## src/rtl/conv_seq_pkg.sv

```systemverilog
// Shared types and constants for the convolution tile sequencer: tile geometry,
// the FSM state enum, inst bit positions and the quiescent inst word.
package conv_seq_pkg;

    localparam int COL      = 8;
    localparam int ROW      = 8;
    localparam int LEN_KIJ  = 9;
    localparam int LEN_KI   = 3;
    localparam int LEN_NIJ  = 36;
    localparam int LEN_NI   = 6;
    localparam int LEN_ONIJ = 16;
    localparam int LEN_ONI  = 4;
    localparam int W_BASE   = 1024;
    localparam int GAP_CYC  = 16;

    localparam int ADDR_W = 11;
    localparam int INST_W = 34;
    localparam int CNT_W  = 6;

    localparam int B_ACC      = 33;
    localparam int B_CEN_P    = 32;
    localparam int B_WEN_P    = 31;
    localparam int B_AP_HI    = 30;
    localparam int B_AP_LO    = 20;
    localparam int B_CEN_X    = 19;
    localparam int B_WEN_X    = 18;
    localparam int B_AX_HI    = 17;
    localparam int B_AX_LO    = 7;
    localparam int B_OFIFO_RD = 6;
    localparam int B_L0_RD    = 3;
    localparam int B_L0_WR    = 2;
    localparam int B_EXE      = 1;
    localparam int B_LOAD     = 0;

    // Both SRAMs deselected and write-disabled; every strobe low.
    localparam logic [INST_W-1:0] INST_IDLE = (34'd1 << B_CEN_P) | (34'd1 << B_WEN_P)
                                            | (34'd1 << B_CEN_X) | (34'd1 << B_WEN_X);

    typedef enum logic [3:0] {IDLE, WL0, KLD, GAP, AL0, EXE, DRN, ACC, DONE} state_t;

endpackage

```

## src/rtl/conv_seq_ctrl_acc_addr_gen.sv

```systemverilog
// pmem address of partial sum (kernel position k) contributing to output pixel o.
// Purely combinational; no backpressure.
module acc_addr_gen
    import conv_seq_pkg::*;
(
    input  logic [3:0]        i_o,
    input  logic [3:0]        i_k,
    output logic [ADDR_W-1:0] o_addr
);

    logic [ADDR_W-1:0] w_o;
    logic [ADDR_W-1:0] w_k;

    assign w_o = ADDR_W'(i_o);
    assign w_k = ADDR_W'(i_k);

    // Slab of kij k, then the input pixel under kernel tap k for output pixel o.
    assign o_addr = ADDR_W'(LEN_NIJ) * w_k
                  + (w_o / ADDR_W'(LEN_ONI)) * ADDR_W'(LEN_NI) + (w_o % ADDR_W'(LEN_ONI))
                  + (w_k / ADDR_W'(LEN_KI)) * ADDR_W'(LEN_NI) + (w_k % ADDR_W'(LEN_KI));

endmodule

```

## src/rtl/conv_seq_ctrl.sv

```systemverilog
// Sequencer emitting the core inst stream for one 3x3 conv tile (optional perf counters: CONV_SEQ_PERF_EN).
// Latency: inst/status registered, one cycle behind each state decision; DRN stalls while ofifo_valid=0.
module conv_seq_ctrl
    import conv_seq_pkg::*;
(
    input  logic              clk,
    input  logic              reset,
    input  logic              start,
    input  logic              ofifo_valid,
    output logic [INST_W-1:0] inst,
    output logic              busy,
    output logic              done,
    output logic              sfp_valid,
    output logic              sfp_clr,
    output logic [3:0]        out_idx,
    output logic [31:0]       perf_busy_cyc,
    output logic [31:0]       perf_stall_cyc
);

    localparam logic [CNT_W-1:0] C_COL     = CNT_W'(COL);
    localparam logic [CNT_W-1:0] C_KLD_END = CNT_W'(2 * COL - 2);
    localparam logic [CNT_W-1:0] C_GAP_END = CNT_W'(GAP_CYC - 1);
    localparam logic [CNT_W-1:0] C_NIJ     = CNT_W'(LEN_NIJ);
    localparam logic [CNT_W-1:0] C_EXE_END = CNT_W'(LEN_NIJ - 1);
    localparam logic [CNT_W-1:0] C_KIJ     = CNT_W'(LEN_KIJ);
    localparam logic [CNT_W-1:0] C_SFP     = CNT_W'(LEN_KIJ + 1);
    localparam logic [CNT_W-1:0] C_CLR     = CNT_W'(LEN_KIJ + 2);
    localparam logic [3:0]       C_KIJ_LAST = 4'(LEN_KIJ - 1);
    localparam logic [3:0]       C_O_LAST   = 4'(LEN_ONIJ - 1);

    localparam int MAX_XMEM = W_BASE + LEN_KIJ * COL - 1;
    localparam int MAX_PMEM = LEN_NIJ * LEN_KIJ - 1;

    if (MAX_XMEM >= 2048 || MAX_PMEM >= 2048 || LEN_NIJ + 2 > 2**CNT_W || 2 * COL > 2**CNT_W
        || GAP_CYC > 2**CNT_W || LEN_KIJ + 3 > 16 || LEN_ONIJ > 16 || ROW < 1) begin : g_bad_cfg
        $error("conv_seq_ctrl: tile geometry overflows address or counter widths");
    end

    state_t              r_state;
    logic [CNT_W-1:0]    r_cnt;
    logic [CNT_W-1:0]    r_n;
    logic [3:0]          r_kij;
    logic [3:0]          r_o;
    logic                r_wr_pend;
    logic [INST_W-1:0]   r_inst;
    logic                r_busy;
    logic                r_done;
    logic                r_sfp_valid;
    logic                r_sfp_clr;
    logic [3:0]          r_out_idx;

    logic [ADDR_W-1:0]   w_acc_addr;
    logic [ADDR_W-1:0]   w_wl0_addr;
    logic [ADDR_W-1:0]   w_drn_addr;
    logic                w_rd_go;

    acc_addr_gen u_acc_addr_gen (
        .i_o    (r_o),
        .i_k    (r_cnt[3:0]),
        .o_addr (w_acc_addr)
    );

    assign w_wl0_addr = ADDR_W'(W_BASE) + ADDR_W'(r_kij) * ADDR_W'(COL) + ADDR_W'(r_cnt);
    assign w_drn_addr = ADDR_W'(r_kij) * ADDR_W'(LEN_NIJ) + ADDR_W'(r_n);
    assign w_rd_go    = (r_state == DRN) && ofifo_valid && (r_cnt < C_NIJ);

    always_ff @(posedge clk or negedge reset) begin
        if (!reset) begin
            r_state     <= IDLE;
            r_cnt       <= '0;
            r_n         <= '0;
            r_kij       <= '0;
            r_o         <= '0;
            r_wr_pend   <= 1'b0;
            r_inst      <= INST_IDLE;
            r_busy      <= 1'b0;
            r_done      <= 1'b0;
            r_sfp_valid <= 1'b0;
            r_sfp_clr   <= 1'b0;
            r_out_idx   <= '0;
        end else begin
            r_inst      <= INST_IDLE;
            r_done      <= 1'b0;
            r_sfp_valid <= 1'b0;
            r_sfp_clr   <= 1'b0;
            case (r_state)
                IDLE: if (start) begin
                    r_state <= WL0;
                    r_cnt   <= '0;
                    r_kij   <= '0;
                    r_busy  <= 1'b1;
                end
                WL0: begin
                    if (r_cnt < C_COL) begin
                        r_inst[B_CEN_X]         <= 1'b0;
                        r_inst[B_AX_HI:B_AX_LO] <= w_wl0_addr;
                    end
                    r_inst[B_L0_WR] <= (r_cnt != '0);
                    if (r_cnt == C_COL) begin
                        r_state <= KLD;
                        r_cnt   <= '0;
                    end else begin
                        r_cnt <= r_cnt + 1'b1;
                    end
                end
                KLD: begin
                    r_inst[B_LOAD]  <= (r_cnt < C_COL);
                    r_inst[B_L0_RD] <= (r_cnt < C_COL);
                    if (r_cnt == C_KLD_END) begin
                        r_state <= GAP;
                        r_cnt   <= '0;
                    end else begin
                        r_cnt <= r_cnt + 1'b1;
                    end
                end
                GAP: begin
                    if (r_cnt == C_GAP_END) begin
                        r_state <= AL0;
                        r_cnt   <= '0;
                    end else begin
                        r_cnt <= r_cnt + 1'b1;
                    end
                end
                AL0: begin
                    if (r_cnt < C_NIJ) begin
                        r_inst[B_CEN_X]         <= 1'b0;
                        r_inst[B_AX_HI:B_AX_LO] <= ADDR_W'(r_cnt);
                    end
                    r_inst[B_L0_WR] <= (r_cnt != '0);
                    if (r_cnt == C_NIJ) begin
                        r_state <= EXE;
                        r_cnt   <= '0;
                    end else begin
                        r_cnt <= r_cnt + 1'b1;
                    end
                end
                EXE: begin
                    r_inst[B_EXE]   <= 1'b1;
                    r_inst[B_L0_RD] <= 1'b1;
                    if (r_cnt == C_EXE_END) begin
                        r_state   <= DRN;
                        r_cnt     <= '0;
                        r_n       <= '0;
                        r_wr_pend <= 1'b0;
                    end else begin
                        r_cnt <= r_cnt + 1'b1;
                    end
                end
                DRN: begin
                    // r_cnt counts OFIFO reads issued, r_n the pmem writes that follow them.
                    r_inst[B_OFIFO_RD] <= w_rd_go;
                    r_wr_pend          <= w_rd_go;
                    if (w_rd_go) r_cnt <= r_cnt + 1'b1;
                    if (r_wr_pend) begin
                        r_inst[B_CEN_P]         <= 1'b0;
                        r_inst[B_WEN_P]         <= 1'b0;
                        r_inst[B_AP_HI:B_AP_LO] <= w_drn_addr;
                        r_n                     <= r_n + 1'b1;
                    end
                    if (r_n == C_NIJ) begin
                        r_cnt <= '0;
                        if (r_kij == C_KIJ_LAST) begin
                            r_state <= ACC;
                            r_o     <= '0;
                        end else begin
                            r_state <= WL0;
                            r_kij   <= r_kij + 1'b1;
                        end
                    end
                end
                ACC: begin
                    if (r_cnt < C_KIJ) begin
                        r_inst[B_CEN_P]         <= 1'b0;
                        r_inst[B_AP_HI:B_AP_LO] <= w_acc_addr;
                    end
                    r_inst[B_ACC] <= (r_cnt != '0) && (r_cnt <= C_KIJ);
                    if (r_cnt == C_SFP) begin
                        r_sfp_valid <= 1'b1;
                        r_out_idx   <= r_o;
                    end
                    if (r_cnt == C_CLR) begin
                        r_sfp_clr <= 1'b1;
                        r_cnt     <= '0;
                        if (r_o == C_O_LAST) r_state <= DONE;
                        else                 r_o     <= r_o + 1'b1;
                    end else begin
                        r_cnt <= r_cnt + 1'b1;
                    end
                end
                DONE: begin
                    r_done  <= 1'b1;
                    r_busy  <= 1'b0;
                    r_state <= IDLE;
                end
                default: r_state <= IDLE;
            endcase
        end
    end

    assign inst      = r_inst;
    assign busy      = r_busy;
    assign done      = r_done;
    assign sfp_valid = r_sfp_valid;
    assign sfp_clr   = r_sfp_clr;
    assign out_idx   = r_out_idx;

`ifdef CONV_SEQ_PERF_EN
    logic [31:0] r_perf_busy;
    logic [31:0] r_perf_stall;

    always_ff @(posedge clk or negedge reset) begin
        if (!reset) begin
            r_perf_busy  <= '0;
            r_perf_stall <= '0;
        end else if (r_state == IDLE && start) begin
            r_perf_busy  <= '0;
            r_perf_stall <= '0;
        end else begin
            if (r_busy && r_perf_busy != '1) r_perf_busy <= r_perf_busy + 32'd1;
            // Only stalls that delay an outstanding OFIFO read are counted.
            if (r_state == DRN && !ofifo_valid && r_cnt < C_NIJ && r_perf_stall != '1)
                r_perf_stall <= r_perf_stall + 32'd1;
        end
    end

    assign perf_busy_cyc  = r_perf_busy;
    assign perf_stall_cyc = r_perf_stall;
`else
    assign perf_busy_cyc  = '0;
    assign perf_stall_cyc = '0;
`endif

endmodule

```

## config.mk

```make
export PLATFORM = sky130hd
export DESIGN_NAME = conv_seq_ctrl
export DESIGN_NICKNAME = d
export VERILOG_FILES = /design/src/rtl/conv_seq_pkg.sv /design/src/rtl/conv_seq_ctrl_acc_addr_gen.sv /design/src/rtl/conv_seq_ctrl.sv
export SDC_FILE = /design/constraint.sdc
export NUM_CORES = 1
export LEC_CHECK = 0
export CAP_MARGIN = 20
export CORE_ASPECT_RATIO = 0.6
export CORE_UTILIZATION = 45
export DETAILED_ROUTE_END_ITERATION = 10
export GPL_TIMING_DRIVEN = 1
export PLACE_DENSITY = 0.82
export RECOVER_POWER = 100
export SYNTH_ARGS = -nofsm -noshare
export SYNTH_HDL_FRONTEND = slang
export SYNTH_HIERARCHICAL = 1
export SYNTH_SLANG_ARGS = --single-unit
```

## constraint.sdc

```tcl
create_clock -name clk -period 12 [get_ports clk]
set_clock_uncertainty 0.1 [all_clocks]
set_input_delay 3.6 -clock clk [delete_from_list [all_inputs] [get_ports clk]]
set_output_delay 3.6 -clock clk [all_outputs]
set_load 0.005 [all_outputs]
```

==> run_results.csv <==
group,metric,value,unit
clocking,tritoncts,"built",
critical_path,startpoint,"r_cnt[3]$_DFFE_PN0P_",
power_and_ir_drop,peakVddDrop,0.1047,mV
timing,hold_viol,0,
logic_synthesis,async_flop_share,100.0,%
logic_synthesis,synthTopCellsByArea,"dfrtp_1 (29%), ha_1 (12%), buf_4 (11%)",
detailed_routing,firstDrtPassIters,5,
detailed_routing,avgViaCountPerCell,5.412,
detailed_routing,antenna_left,0,
detailed_routing,drt_iter0_markers,272,
critical_path,criticalPathCategory,"reg2reg",
timing,fin_crit,7.272,ns
critical_path,cp.required,12.17,ns
detailed_routing,finalWirelength,11.34,mm
logic_synthesis,syn_inst,557,
place,placed_cell_area,5338,sq um
die,die_h,84.73,um
place,place_congestion,0.8677,
logic_synthesis,synth_area,5132,sq um
critical_path,r2r_end,"inst[29]$_DFF_PN0_",
critical_path,r2r-start,"r_cnt[3]$_DFFE_PN0P_",
power_and_ir_drop,p_leak,2.855,nW
cells_and_area,drive_gt1_share,5.387,%
detailed_routing,drcViolationCount,0,
die,die_w,139.9,um
logic_synthesis,yosys_warnings,6,
logic_synthesis,synthFlopType,"dfrtp_1",
place,placedCellCount,717,
critical_path,endpoint,"inst[29]$_DFF_PN0_",
die,die_area,11850,sq um
hold_path,hold_path_class,"reg2reg",
cells_and_area,instances_no_fill,733,
die,fp-row-count,29,
timing,fmax,137.5,MHz
place,dp_slack,4.962,ns
logic_synthesis,ys_ff_latch,62,
run_status,status,"finished with violations",
logic_synthesis,synth_top_area_share,28.77,%
critical_path,reg2reg_depth,31,
cells_and_area,n_antenna_cell,0,
critical_path,arrival,7.45,ns
logic_synthesis,seq_area_frac_synth,30.30,%
critical_path,crit_path_start_kind,"flip-flop",
timing,fin_setup_tns,0,ns
cells_and_area,area_growth,8.606,%
critical_path,slowest_delay,0.83,ns
global_route,antenna_found_initial,0,
die,start_util,47.47,%
run_status,violations,"max-capacitance violations, max-slew violations",
critical_path,cp-end-kind,"flip-flop",
timing,whs,0.3962,ns
flow_run,maxCapViolations,1,
power_and_ir_drop,total_power,1.232,mW
clocking,cts_hold_buf,0,
clocking,cts_resized,0,
cells_and_area,fin_nets,653,
clocking,path_clk_slew,0.05,ns
clocking,clock_sinks,62,
die,core,10810,sq um
die,num_io_pins,110,
clocking,clkLatencyLatePin,0.34,ns
cells_and_area,final_area,5574,sq um
timing,setup-violations-final,0,
global_route,grt_pass1_vias,3449,
logic_synthesis,yosysTopAreaCell,"dfrtp_1",
detailed_routing,wire_per_inst,15.46,um
cells_and_area,mostFrequentLayoutCells,"conb_1 (69), dfrtp_1 (59), nand2_1 (50), ha_1 (48), inv_1 (41)",
place,io_buffers,40,
clocking,cts_buffers,9,
global_route,grt-ovfl-total,0,
critical_path,reg2reg_setup_slack,4.73,ns
logic_synthesis,synth_edf_count,0,
timing,tightest_slew,3.327,ns
logic_synthesis,syn_area_per_cell,9.214,sq um
clocking,postCtsSetupRepairBufs,0,
timing,rsz0062_at_grt,"false",
clocking,clock-root-buffer,"clkbuf_16",
clocking,clockBufferDepth,2,
clocking,htree_num_levels,3,
logic_synthesis,synthDistinctLibCells,74,
cells_and_area,layout_commonest_cell,"conb_1",
hold_path,hp-start,"busy$_DFFE_PN0P_",
detailed_routing,num_vias,3967,
timing,post-route-period-util,60.60,%
critical_path,crit_slowest_cell,"dfrtp_1",
power_and_ir_drop,cellPowerDensity,221.1,nW/um^2
critical_path,cp_common_cell,"inv_1",
place,hpwl,8.648,mm
global_route,grt_max_degree,63,
global_route,grt_pass1_wl,18.39,mm
timing,fin_ws,4.728,ns
critical_path,worstPathMaxFanout,24,
global_route,grt_usage,19.99,%
timing,slew_headroom,-121.8,%
timing,drv_slew,63,
cells_and_area,fin_util,51.55,%
## cell families after synthesis
| kind of cell | share of synthesized area, % |
|---|---|
| AND/OR/NAND/NOR | 17.77 |
| flip-flops | 30.30 |
| other | 0.1463 |
| adder cells (fa/ha/maj) | 16.38 |
| multiplexers | 1.536 |
| AO/OA/AOI/OAI | 14.82 |
| buffers and inverters | 15.29 |
| XOR/XNOR | 3.754 |
## per-layer routing
metal  GRT usage [%]  up-vias  wire length [um]
met5               0        -                 0
met4           5.794        0               127
met3           5.077       13               841
met2           27.14      160              4703
met1           30.65     1935              5662
li1                -     1859                 -
## cell usage after synthesis, types with 4 or more instances
master / number
a21o_1: 6
a21oi_1: 17
a22o_1: 6
and2_1: 5
buf_2: 6
buf_4: 72
clkbuf_1: 4
dfrtp_1: 59
fa_1: 12
ha_1: 48
inv_1: 41
mux2_2: 7
nand2_1: 50
nand2b_1: 5
nand3_1: 10
nor2_1: 36
nor2b_1: 9
nor3_1: 11
o211ai_1: 10
o21ai_0: 28
or2_2: 4
or3_1: 7
xnor2_1: 14
xor2_1: 8
## worst max-delay path, delay by kind of cell (launching register included)
family          cells  cell delay [ns]
flops               1             0.83
xor+xnor            1             0.17
buf+inv             8             0.69
simple gates        7             1.14
fa+ha+maj           8             2.88
compound gates      7             1.40
## report_power, final
part,internal [mW],switching [mW]
Sequential,0.252,0.0603
Combinational,0.275,0.383
Clock,0.172,0.0899
Total,0.699,0.533
## state kept, by name, summed over array words and instances (netlist names)
name / cells
busy: 1
done: 1
inst: 29
out_idx: 4
r_cnt: 6
r_kij: 4
r_n: 6
r_o: 4
r_state: 4
r_wr_pend: 1
sfp_clr: 1
sfp_valid: 1
## worst min path at each step
stage,slack (ns),endpoint,cells after the start
floorplan,0.39,busy$_DFFE_PN0P_,2
global placement,0.39,busy$_DFFE_PN0P_,2
detailed placement,0.40,busy$_DFFE_PN0P_,2
CTS,0.41,busy$_DFFE_PN0P_,2
global route,0.43,out_idx[2]$_DFFE_PN0P_,1
finish,0.40,busy$_DFFE_PN0P_,2
## cell type report
| class | count | area, sq um |
|---|---|---|
| Inverter | 41 | 153.9 |
| Tap cell | 139 | 173.9 |
| Clock inverter | 1 | 30.03 |
| Timing Repair Buffer | 42 | 406.6 |
| Clock buffer | 15 | 267.8 |
| Fill cell | 970 | 5239 |
| Sequential cell | 62 | 1555 |
| Multi-Input combinational cell | 433 | 2987 |
(Power assumes the default switching activity.)
